[src/rtl/axi_pkg.sv]
// AXI4 base types and response codes shared by the SoC interconnect.
package axi_pkg;

  typedef logic [1:0] resp_t;
  typedef logic [7:0] len_t;
  typedef logic [2:0] size_t;
  typedef logic [1:0] burst_t;
  typedef logic [3:0] cache_t;
  typedef logic [2:0] prot_t;
  typedef logic [3:0] qos_t;
  typedef logic [3:0] region_t;
  typedef logic [5:0] atop_t;

  localparam resp_t RESP_OKAY   = 2'b00;
  localparam resp_t RESP_EXOKAY = 2'b01;
  localparam resp_t RESP_SLVERR = 2'b10;
  localparam resp_t RESP_DECERR = 2'b11;

endpackage

[src/rtl/ariane_axi_soc.sv]
// SoC AXI channel structs, including the nsaid-tagged request used behind the IOPMP.
package ariane_axi_soc;

  localparam int unsigned IdWidth    = 4;
  localparam int unsigned AddrWidth  = 64;
  localparam int unsigned DataWidth  = 64;
  localparam int unsigned UserWidth  = 1;
  localparam int unsigned NsaidWidth = 4;

  typedef logic [IdWidth-1:0]     id_t;
  typedef logic [AddrWidth-1:0]   addr_t;
  typedef logic [DataWidth-1:0]   data_t;
  typedef logic [DataWidth/8-1:0] strb_t;
  typedef logic [UserWidth-1:0]   user_t;
  typedef logic [NsaidWidth-1:0]  nsaid_t;

  typedef struct packed {
    id_t              id;
    addr_t            addr;
    axi_pkg::len_t    len;
    axi_pkg::size_t   size;
    axi_pkg::burst_t  burst;
    logic             lock;
    axi_pkg::cache_t  cache;
    axi_pkg::prot_t   prot;
    axi_pkg::qos_t    qos;
    axi_pkg::region_t region;
    axi_pkg::atop_t   atop;
    user_t            user;
    nsaid_t           nsaid;
  } aw_chan_nsaid_t;

  typedef struct packed {
    data_t data;
    strb_t strb;
    logic  last;
    user_t user;
  } w_chan_t;

  typedef struct packed {
    id_t            id;
    axi_pkg::resp_t resp;
    user_t          user;
  } b_chan_t;

  typedef struct packed {
    id_t              id;
    addr_t            addr;
    axi_pkg::len_t    len;
    axi_pkg::size_t   size;
    axi_pkg::burst_t  burst;
    logic             lock;
    axi_pkg::cache_t  cache;
    axi_pkg::prot_t   prot;
    axi_pkg::qos_t    qos;
    axi_pkg::region_t region;
    user_t            user;
    nsaid_t           nsaid;
  } ar_chan_nsaid_t;

  typedef struct packed {
    id_t            id;
    data_t          data;
    axi_pkg::resp_t resp;
    logic           last;
    user_t          user;
  } r_chan_t;

  typedef struct packed {
    aw_chan_nsaid_t aw;
    logic           aw_valid;
    w_chan_t        w;
    logic           w_valid;
    logic           b_ready;
    ar_chan_nsaid_t ar;
    logic           ar_valid;
    logic           r_ready;
  } req_nsaid_t;

  typedef struct packed {
    logic    aw_ready;
    logic    ar_ready;
    logic    w_ready;
    logic    b_valid;
    b_chan_t b;
    logic    r_valid;
    r_chan_t r;
  } resp_t;

  typedef struct packed {
    logic   write;
    nsaid_t nsaid;
    addr_t  addr;
    id_t    id;
  } iopmp_err_rec_t;

endpackage

[src/rtl/iopmp_err_responder.sv]
// Terminates IOPMP-denied AXI transactions with error responses and records
// the first denial plus a saturating deny count for software.
module iopmp_err_responder
  import ariane_axi_soc::*;
#(
  parameter axi_pkg::resp_t ErrResp  = axi_pkg::RESP_DECERR,
  parameter int unsigned    CntWidth = 16
) (
  input  logic                  clk_i,
  input  logic                  rst_ni,
  input  req_nsaid_t            req_i,
  output resp_t                 resp_o,
  input  logic                  err_clear_i,
  output logic                  err_valid_o,
  output logic                  err_write_o,
  output logic [NsaidWidth-1:0] err_nsaid_o,
  output logic [AddrWidth-1:0]  err_addr_o,
  output logic [IdWidth-1:0]    err_id_o,
  output logic [CntWidth-1:0]   err_cnt_o
);

  typedef enum logic [1:0] {W_IDLE, W_DATA, W_RESP} wState_e;
  typedef enum logic       {R_IDLE, R_DATA}         rState_e;

  wState_e        wState_q;
  rState_e        rState_q;
  id_t            wId_q;
  id_t            rId_q;
  logic [7:0]     beatCnt_q;

  iopmp_err_rec_t rec_q, rec_d;
  logic           errValid_q, errValid_d;
  logic [CntWidth-1:0] cnt_q, cnt_d, cntBase;
  logic [CntWidth:0]   cntSum;

  logic       awHs, arHs;
  logic [1:0] hsNum;
  logic       unusedReq;

  assign awHs  = req_i.aw_valid && (wState_q == W_IDLE);
  assign arHs  = req_i.ar_valid && (rState_q == R_IDLE);
  assign hsNum = {1'b0, awHs} + {1'b0, arHs};

  // Payload, data and most AW/AR attributes are deliberately discarded.
  assign unusedReq = ^req_i;

  always_ff @(posedge clk_i or negedge rst_ni) begin
    if (!rst_ni) begin
      wState_q <= W_IDLE;
      wId_q    <= '0;
    end else begin
      unique case (wState_q)
        W_IDLE: if (req_i.aw_valid) begin
          wId_q    <= req_i.aw.id;
          wState_q <= W_DATA;
        end
        W_DATA: if (req_i.w_valid && req_i.w.last) wState_q <= W_RESP;
        W_RESP: if (req_i.b_ready) wState_q <= W_IDLE;
        default: wState_q <= W_IDLE;
      endcase
    end
  end

  // beatCnt_q holds the beats remaining after the one currently presented.
  always_ff @(posedge clk_i or negedge rst_ni) begin
    if (!rst_ni) begin
      rState_q  <= R_IDLE;
      rId_q     <= '0;
      beatCnt_q <= '0;
    end else begin
      unique case (rState_q)
        R_IDLE: if (req_i.ar_valid) begin
          rId_q     <= req_i.ar.id;
          beatCnt_q <= req_i.ar.len;
          rState_q  <= R_DATA;
        end
        R_DATA: if (req_i.r_ready) begin
          if (beatCnt_q == 8'd0) rState_q  <= R_IDLE;
          else                   beatCnt_q <= beatCnt_q - 8'd1;
        end
        default: rState_q <= R_IDLE;
      endcase
    end
  end

  // Payload fields are only non-zero while the matching valid is up.
  always_comb begin
    resp_o          = '0;
    resp_o.aw_ready = (wState_q == W_IDLE);
    resp_o.w_ready  = (wState_q == W_DATA);
    resp_o.ar_ready = (rState_q == R_IDLE);
    if (wState_q == W_RESP) begin
      resp_o.b_valid = 1'b1;
      resp_o.b.id    = wId_q;
      resp_o.b.resp  = ErrResp;
    end
    if (rState_q == R_DATA) begin
      resp_o.r_valid = 1'b1;
      resp_o.r.id    = rId_q;
      resp_o.r.resp  = ErrResp;
      resp_o.r.last  = (beatCnt_q == 8'd0);
    end
  end

  // A clear in the same cycle as a handshake reopens the record for that handshake.
  always_comb begin
    rec_d      = rec_q;
    errValid_d = errValid_q;
    if (err_clear_i) begin
      rec_d      = '0;
      errValid_d = 1'b0;
    end
    if ((awHs || arHs) && (!errValid_q || err_clear_i)) begin
      errValid_d = 1'b1;
      if (awHs) begin
        rec_d = '{write: 1'b1, nsaid: req_i.aw.nsaid, addr: req_i.aw.addr, id: req_i.aw.id};
      end else begin
        rec_d = '{write: 1'b0, nsaid: req_i.ar.nsaid, addr: req_i.ar.addr, id: req_i.ar.id};
      end
    end
  end

  always_comb begin
    cntBase = err_clear_i ? '0 : cnt_q;
    cntSum  = {1'b0, cntBase} + (CntWidth+1)'(hsNum);
    cnt_d   = cntSum[CntWidth] ? '1 : cntSum[CntWidth-1:0];
  end

  always_ff @(posedge clk_i or negedge rst_ni) begin
    if (!rst_ni) begin
      rec_q      <= '0;
      errValid_q <= 1'b0;
      cnt_q      <= '0;
    end else begin
      rec_q      <= rec_d;
      errValid_q <= errValid_d;
      cnt_q      <= cnt_d;
    end
  end

  assign err_valid_o = errValid_q;
  assign err_write_o = rec_q.write;
  assign err_nsaid_o = rec_q.nsaid;
  assign err_addr_o  = rec_q.addr;
  assign err_id_o    = rec_q.id;
  assign err_cnt_o   = cnt_q;

endmodule
[config.mk]
export PLATFORM = sky130hd
export DESIGN_NAME = iopmp_err_responder
export DESIGN_NICKNAME = d
export VERILOG_FILES = /design/src/rtl/axi_pkg.sv /design/src/rtl/ariane_axi_soc.sv /design/src/rtl/iopmp_err_responder.sv
export SDC_FILE = /design/constraint.sdc
export NUM_CORES = 1
export LEC_CHECK = 0
export ABC_AREA = 1
export ABC_CLOCK_PERIOD_IN_PS = 2560
export CAP_MARGIN = 10
export CORE_AREA = 8 8 176 178
export DETAILED_ROUTE_END_ITERATION = 16
export DIE_AREA = 0 0 184 186
export PLACE_DENSITY = 0.66
export REMOVE_ABC_BUFFERS = 1
export SLEW_MARGIN = 20
export SYNTH_ARGS = -nofsm -noshare
export SYNTH_HDL_FRONTEND = slang
export SYNTH_SLANG_ARGS = --single-unit
export TNS_END_PERCENT = 100
[constraint.sdc]
create_clock -name clk_i -period 2.56 [get_ports clk_i]
set_input_delay 0.384 -clock clk_i [delete_from_list [all_inputs] [get_ports clk_i]]
set_output_delay 0.384 -clock clk_i [all_outputs]
set_load 0.005 [all_outputs]
==> results of run 1 <==
[worst reg2reg max path, stage by stage, from the launching register on]
cell,delay (ns)
dfrtp_1,0.39
inv_4,0.08
nand2_4,0.07
inv_2,0.06
fa_1,0.44
ha_1,0.23
nand2_1,0.09
nor2_2,0.05
nand2_1,0.10
inv_2,0.05
nand3_2,0.25
nand3_1,0.13
[sequential cells by signal (all words and copies together), names as in the netlist]
name	cells
err_cnt_o	16
rId_q	4
err_nsaid_o	4
wId_q	4
rState_q	1
beatCnt_q	8
wState_q	2
err_write_o	1
err_addr_o	64
err_valid_o	1
err_id_o	4
[where the power goes]
| group | internal [W] | leakage [nW] | total [W] | switching [W] |
|---|---|---|---|---|
| Sequential | 0.00230 | 1.45 | 0.00264 | 0.000338 |
| Clock | 0.000771 | 0.147 | 0.00147 | 0.000694 |
| Combinational | 0.00174 | 3.22 | 0.00359 | 0.00185 |
| Total | 0.00481 | 4.81 | 0.00770 | 0.00288 |
[layer usage]
| metal | track usage | share of wire |
|---|---|---|
| met1 | 0.1508 | 0.41 |
| met2 | 0.2063 | 0.47 |
| met3 | 0.05602 | 0.11 |
| met4 | 0.03775 | 0.015 |
| met5 | 0 | 0 |
[cell type report]
type	count	share of cell area
Clock buffer	10	0.02411
Clock inverter	6	0.007379
Sequential cell	109	0.2873
Timing Repair Buffer	286	0.2991
Tap cell	384	0.05060
Inverter	56	0.02240
Multi-Input combinational cell	702	0.3091
[through the flow]
| step | setup TNS [ns] | instances | util |
|---|---|---|---|
| 2_1_floorplan | -97.91 | 867 | - |
| 3_3_place_gp | 0 | 1537 | 0.3257 |
| 3_5_place_dp | 0 | 1537 | 0.3257 |
| 4_1_cts | 0 | 1553 | 0.3363 |
| 5_1_grt | 0 | 1553 | 0.3363 |
| 6_report | 0 | 1553 | 0.3363 |
[cell usage in the layout (no fill, tap or decap), types with 2 or more instances in the layout]
| cell type | instances |
|---|---|
| clkbuf_16 | 9 |
| clkinv_4 | 2 |
| nand4_1 | 8 |
| nand2_1 | 444 |
| nor2_1 | 38 |
| conb_1 | 66 |
| inv_2 | 5 |
| dfrtp_1 | 109 |
| o21ai_0 | 24 |
| ha_1 | 3 |
| nand3_1 | 100 |
| buf_4 | 17 |
| buf_12 | 2 |
| xor2_1 | 4 |
| inv_6 | 2 |
| inv_1 | 50 |
| clkdlybuf4s50_1 | 267 |
| nor2_2 | 4 |
[final timing paths]
| check | endpoint | start | cells after the start |
|---|---|---|---|
| max | resp_o[1] | beatCnt_q[2] | 4 |
| min | err_cnt_o[5] | rst_ni | 2 |
| max reg2reg | err_cnt_o[7] | rState_q | 11 |
| min reg2reg | beatCnt_q[7] | beatCnt_q[7] | 2 |
| max in group asynchronous | err_addr_o[49] | rst_ni | 2 |
| min in group clk_i | beatCnt_q[7] | beatCnt_q[7] | 2 |
[kinds of logic after synthesis]
logic type	after synthesis	share of synthesized area
DFF	109	0.4269
xor gates and xnor gates	5	0.006853
adders and majority gates	4	0.009008
and+or+nand+nor	599	0.3797
other	1	0.0005869
AOI/OAI and AO/OA	27	0.02350
buffers and inverters	170	0.1519
muxes	1	0.001567
==> metrics.txt, run 1 <==
status finished clean; Post-synth EDFFs 0; most numerous cell in the Yosys netlist nand2_1; area of the multi-input gates just under 3000 sq um; die footprint roughly 34000 sq um; Ports approximately 470; Total GRT Usage 0.1274; Hold Crit Class input pin to asynchronous set/reset pin; crit-path cells nor2_1, nand3_1, nor2_1, clkdlybuf4s50_1; core area 28240 sq um; critical path's top delay family simple AND/OR/NAND/NOR gates; Synth area leader dfrtp_1; row cnt between 60 and 70; Final Hold Fails 0; Period minus WS final 2.320 ns; CP startpoint kind flop; worst path bufs/invs 1; max-cap violations 0; CTS Buffer Depth 2; largest net degree at the start of global routing between 100 and 150; ys async rst share 1.000; Crit path top cell by count nor2_1; detailed-route via count approximately 6300; Top FF cell, synth dfrtp_1; Residual DRC 0; Die X-Extent between 150 and 200 um; placed cell area roughly 9200 sq um; Hold WS between 0.1 and 0.15 ns; RSZ-0062 raised after global routing false; FF/Latch Area 2728 sq um; Synth top area share 0.4269; Synth Register Bits 109; Yosys cell types 29; Fillers between 3000 and 4000; CTS buffer count 9; CTS root buf clkbuf_16; Post-DRT Antenna Nets 0; worst endpoint required time approximately 2.2 ns; slowest CP cell clkdlybuf4s50_1; gp weighted congestion around 0.9; # H-tree levels 3; postcts setup bufs 0; WL/cell 14.39 um; clock skew ~0.013 ns; share of layout cells above drive strength 1 0.04192; Worst-Margin Slew 0.7662 ns; fmax between 400 and 500 MHz; CTS resizes 0; Data arrival, critical path between 1.5 and 2 ns; # setup viols final 0; overall power between 0.007 and 0.008 W; crit path max fanout 5; PnR worst setup slack 0.2404 ns; Final Routed Wirelength about 22 mm; Area growth syn-to-layout 48.60%; VDD IR max between 0.3 and 0.4 mV; antenna violations before repair 0; Pwr Density between 800 and 900 nW/um^2; Post-CTS Hold Buffers 0; Netlist Area Pre-Place about 6400 sq um; R2R Setup Slk between 0.4 and 0.5 ns; first-pass GRT wire length 34.42 mm; pre-CTS WS between 0.06 and 0.07 ns; Setup crit end kind output pin; Initial DRT Pass Iterations 4; ANT cells 0; max-slew violations 0; CP max stage delay 0.55 ns; initial core utilization 0.2263; synth cell count leaders nand2_1 (444), dfrtp_1 (109), nand3_1 (100); max_slew headroom 0.4892; syn avg cell area 6.976 sq um; HPWL after DPL about 17 mm; die height around 190 um; register area share after synthesis 0.4269; Finished Cell Area 9495 sq um; period utilization 0.9061; Area contributors post-synth dfrtp_1 (43%), nand2_1 (26%), buf_4 (9.2%); Clock transition at path regs 0.08 ns; nets between 1000 and 1500; CTS tree yes; cell count after synthesis ~900; count of input and output buffers approximately 270; Vias/cell roughly 4.1; total grt overflow 0; synth warn 0; clk sinks about 110; P_leak between 4 and 5 nW; Clk Latency, worst-skew pair between 0.3 and 0.4 ns; initial drt markers ~330; CP Class flop to output pin; vias in the first global route roughly 6300
No activity file was read; power rests on OpenSTA's default activity.
==> inputs of run 2 (changes only) <==
GPL_TIMING_DRIVEN = 0   (was not set)
==> metrics.txt, run 2 (synthesis gave the netlist of run 1 again) <==
CTS buffer count 9 (unchanged); crit path from rState_q; crit path max fanout 19 (+14); Initial DRT Pass Iterations 5 (+1); detailed-route via count 6353 (+0.19%); CP Class flop to flop; status finished clean; period utilization 0.9138 (+0.007725); Total GRT Usage 0.1324 (+0.004991); CTS tree yes; Residual DRC 0 (unchanged); Vias/cell 4.107 (+0.58%); row cnt 62 (unchanged); count of input and output buffers 268 (unchanged); max-slew violations 0 (unchanged); # setup viols final 0 (unchanged); WL/cell 15.35 um (+6.6%); RR Endpoint err_cnt_o[13]; fmax 427.5 MHz (-0.85%); RR Startpoint rState_q; Ports 466 (unchanged); CTS Buffer Depth 2 (unchanged); worst endpoint required time 2.79 ns (+0.61 ns); crit-path cells inv_4, nand2_4, inv_2, fa_1, ha_1, nand2_1, nor2_2, nand2_1, inv_2, nand3_4, nand3_1; Final Hold Fails 0 (unchanged); first-pass GRT wire length 35.18 mm (+2.2%); Area growth syn-to-layout 50.97%; Period minus WS final 2.339 ns (+0.01977 ns); die footprint 34220 sq um (unchanged); commonest cells after routing, fill and taps aside nand2_1 (444), clkdlybuf4s50_1 (265), dfrtp_1 (108), nand3_1 (100), conb_1 (66); commonest non-fill, non-tap cell in the layout nand2_1; max_slew headroom 0.6209 (+0.1317); clk sinks 109 (unchanged); Post-DRT Antenna Nets 0 (unchanged); Setup crit end kind flop; Finished Cell Area 9647 sq um (+1.6%); nets 1456 (-0.27%); Pwr Density 834.0 nW/um^2 (+2.9%); antenna violations before repair 0 (unchanged); largest net degree at the start of global routing 65 (-41%); Cells after DPL 1525 (-0.78%); # H-tree levels 3 (unchanged); Final Routed Wirelength 23.74 mm (+6.2%); RSZ-0062 raised after global routing false; share of layout cells above drive strength 1 0.03869 (-0.003223); CP startpoint kind flop; Fillers 3005 (-1.5%); max-cap violations 0 (unchanged); CP max stage delay 0.58 ns (+0.03 ns); R2R Setup Slk 0.22 ns (-0.27 ns); Hold Crit Class flop to flop; slowest CP cell dfrtp_2; HPWL after DPL 16.54 mm (-2.2%); Die X-Extent 184 um (unchanged); crit path capture err_cnt_o[13]; Largest register FFs 64 (unchanged); VDD IR max 0.3079 mV (-15%); worst r2r path cells 11 (unchanged); initial core utilization 0.2263 (unchanged); total grt overflow 0 (unchanged); Worst-Margin Slew 0.5686 ns (-0.1976 ns); die height 186 um (unchanged); Clock transition at path regs 0.07 ns (about the same); Clk Latency, worst-skew pair 0.36 ns (about the same); ANT cells 0 (unchanged); Final Instance Count excl. Fillers 1547 (-0.39%); P_leak 4.855 nW (+0.97%); vias in the first global route 6259 (-0.64%); clock skew 0.01016 ns (-0.002770 ns); placed cell area 9218 sq um (+0.23%); gp weighted congestion 0.8597 (-2.7%); core area 28240 sq um (unchanged); Data arrival, critical path 2.56 ns (+0.62 ns); initial drt markers 326 (-0.31%); CTS root buf clkbuf_16
## run 2: cell types whose count changed in the layout (fill, tap and decap cells not counted), moves of 2 or more
cell             before  now
nand2_4               1    3
inv_2                 5    2
clkdlybuf4s50_1     267  265
buf_4                17    3
buf_16                0    6
buf_12                2    0
## run 2: how the worst min path moves through the flow
stage                       from             to  slack [ns]  cells past startpoint
global placement    beatCnt_q[7]   beatCnt_q[7]        0.45                      2
detailed placement        rst_ni  err_cnt_o[15]        0.36                      1
CTS                 beatCnt_q[7]   beatCnt_q[7]        0.47                      2
finish              beatCnt_q[7]   beatCnt_q[7]        0.47                      2
global route        beatCnt_q[7]   beatCnt_q[7]        0.49                      2
floorplan                 rst_ni   beatCnt_q[0]        0.09                      0
## run 2: stage by stage
stage / total power (W) / worst slack (ns) / hold slack, ns / util / TNS, ns
final: 0.008045 / 0.2206 / 0.4710 / 0.3416 / 0
after CTS: 0.008140 / 0.009755 / 0.4732 / 0.3400 / 0
after detailed placement: 0.006384 / -1.333 / 0.3568 / 0.3264 / -88.89
after global placement: 0.006215 / -4.356 / 0.4502 / 0.3201 / -740.85
after global routing: 0.008674 / 0.01669 / 0.4939 / 0.3416 / 0
after floorplan: 0.004162 / -1.189 / 0.08841 / - / -97.91
## run 2: final cells by class
type | instances | area, sq um | area share
repair inverters | 2 | 17.52 | 0.001816
clock inverters | 5 | 77.57 | 0.008042
flip-flops and latches | 109 | 2729 | 0.2829
multi-input cells | 704 | 2987 | 0.3096
inverters | 56 | 246.5 | 0.02555
repair buffers | 278 | 2884 | 0.2990
clock buffers | 9 | 225.2 | 0.02335
well taps | 384 | 480.5 | 0.04981
## run 2: worst max-delay path, delay by kind of cell (launching register included)
kind	cells	cell delay (ns)
fa+ha+maj	2	0.66
buf+inv	3	0.27
simple gates	6	0.71
flops	1	0.58
## run 2: where the power goes
| part | switching, W | internal [W] | leakage, nW |
|---|---|---|---|
| logic | 0.00202 | 0.00185 | 3.26 |
| clock network | 0.000674 | 0.000846 | 0.147 |
| registers | 0.000352 | 0.00230 | 1.44 |
| total | 0.00305 | 0.00500 | 4.85 |
## run 2: what timing repair did
item                                   CTS  global route
gates cloned                             3             1
setup buffers                            1             2
hold buffers                             1             0
endpoints found under the hold margin   45             0
pin swaps                                2             2
resized for setup                        9             6
setup endpoints to repair               89            36
## run 2: metal layers
| metal | up-vias | wire, um | GRT usage |
|---|---|---|---|
| met3 | 23 | 2276 | 0.04880 |
| met1 | 2872 | 10030 | 0.1641 |
| met2 | 283 | 11010 | 0.2122 |
| met5 | - | 0 | 0 |
| li1 | 3175 | - | - |
| met4 | 0 | 431 | 0.03937 |
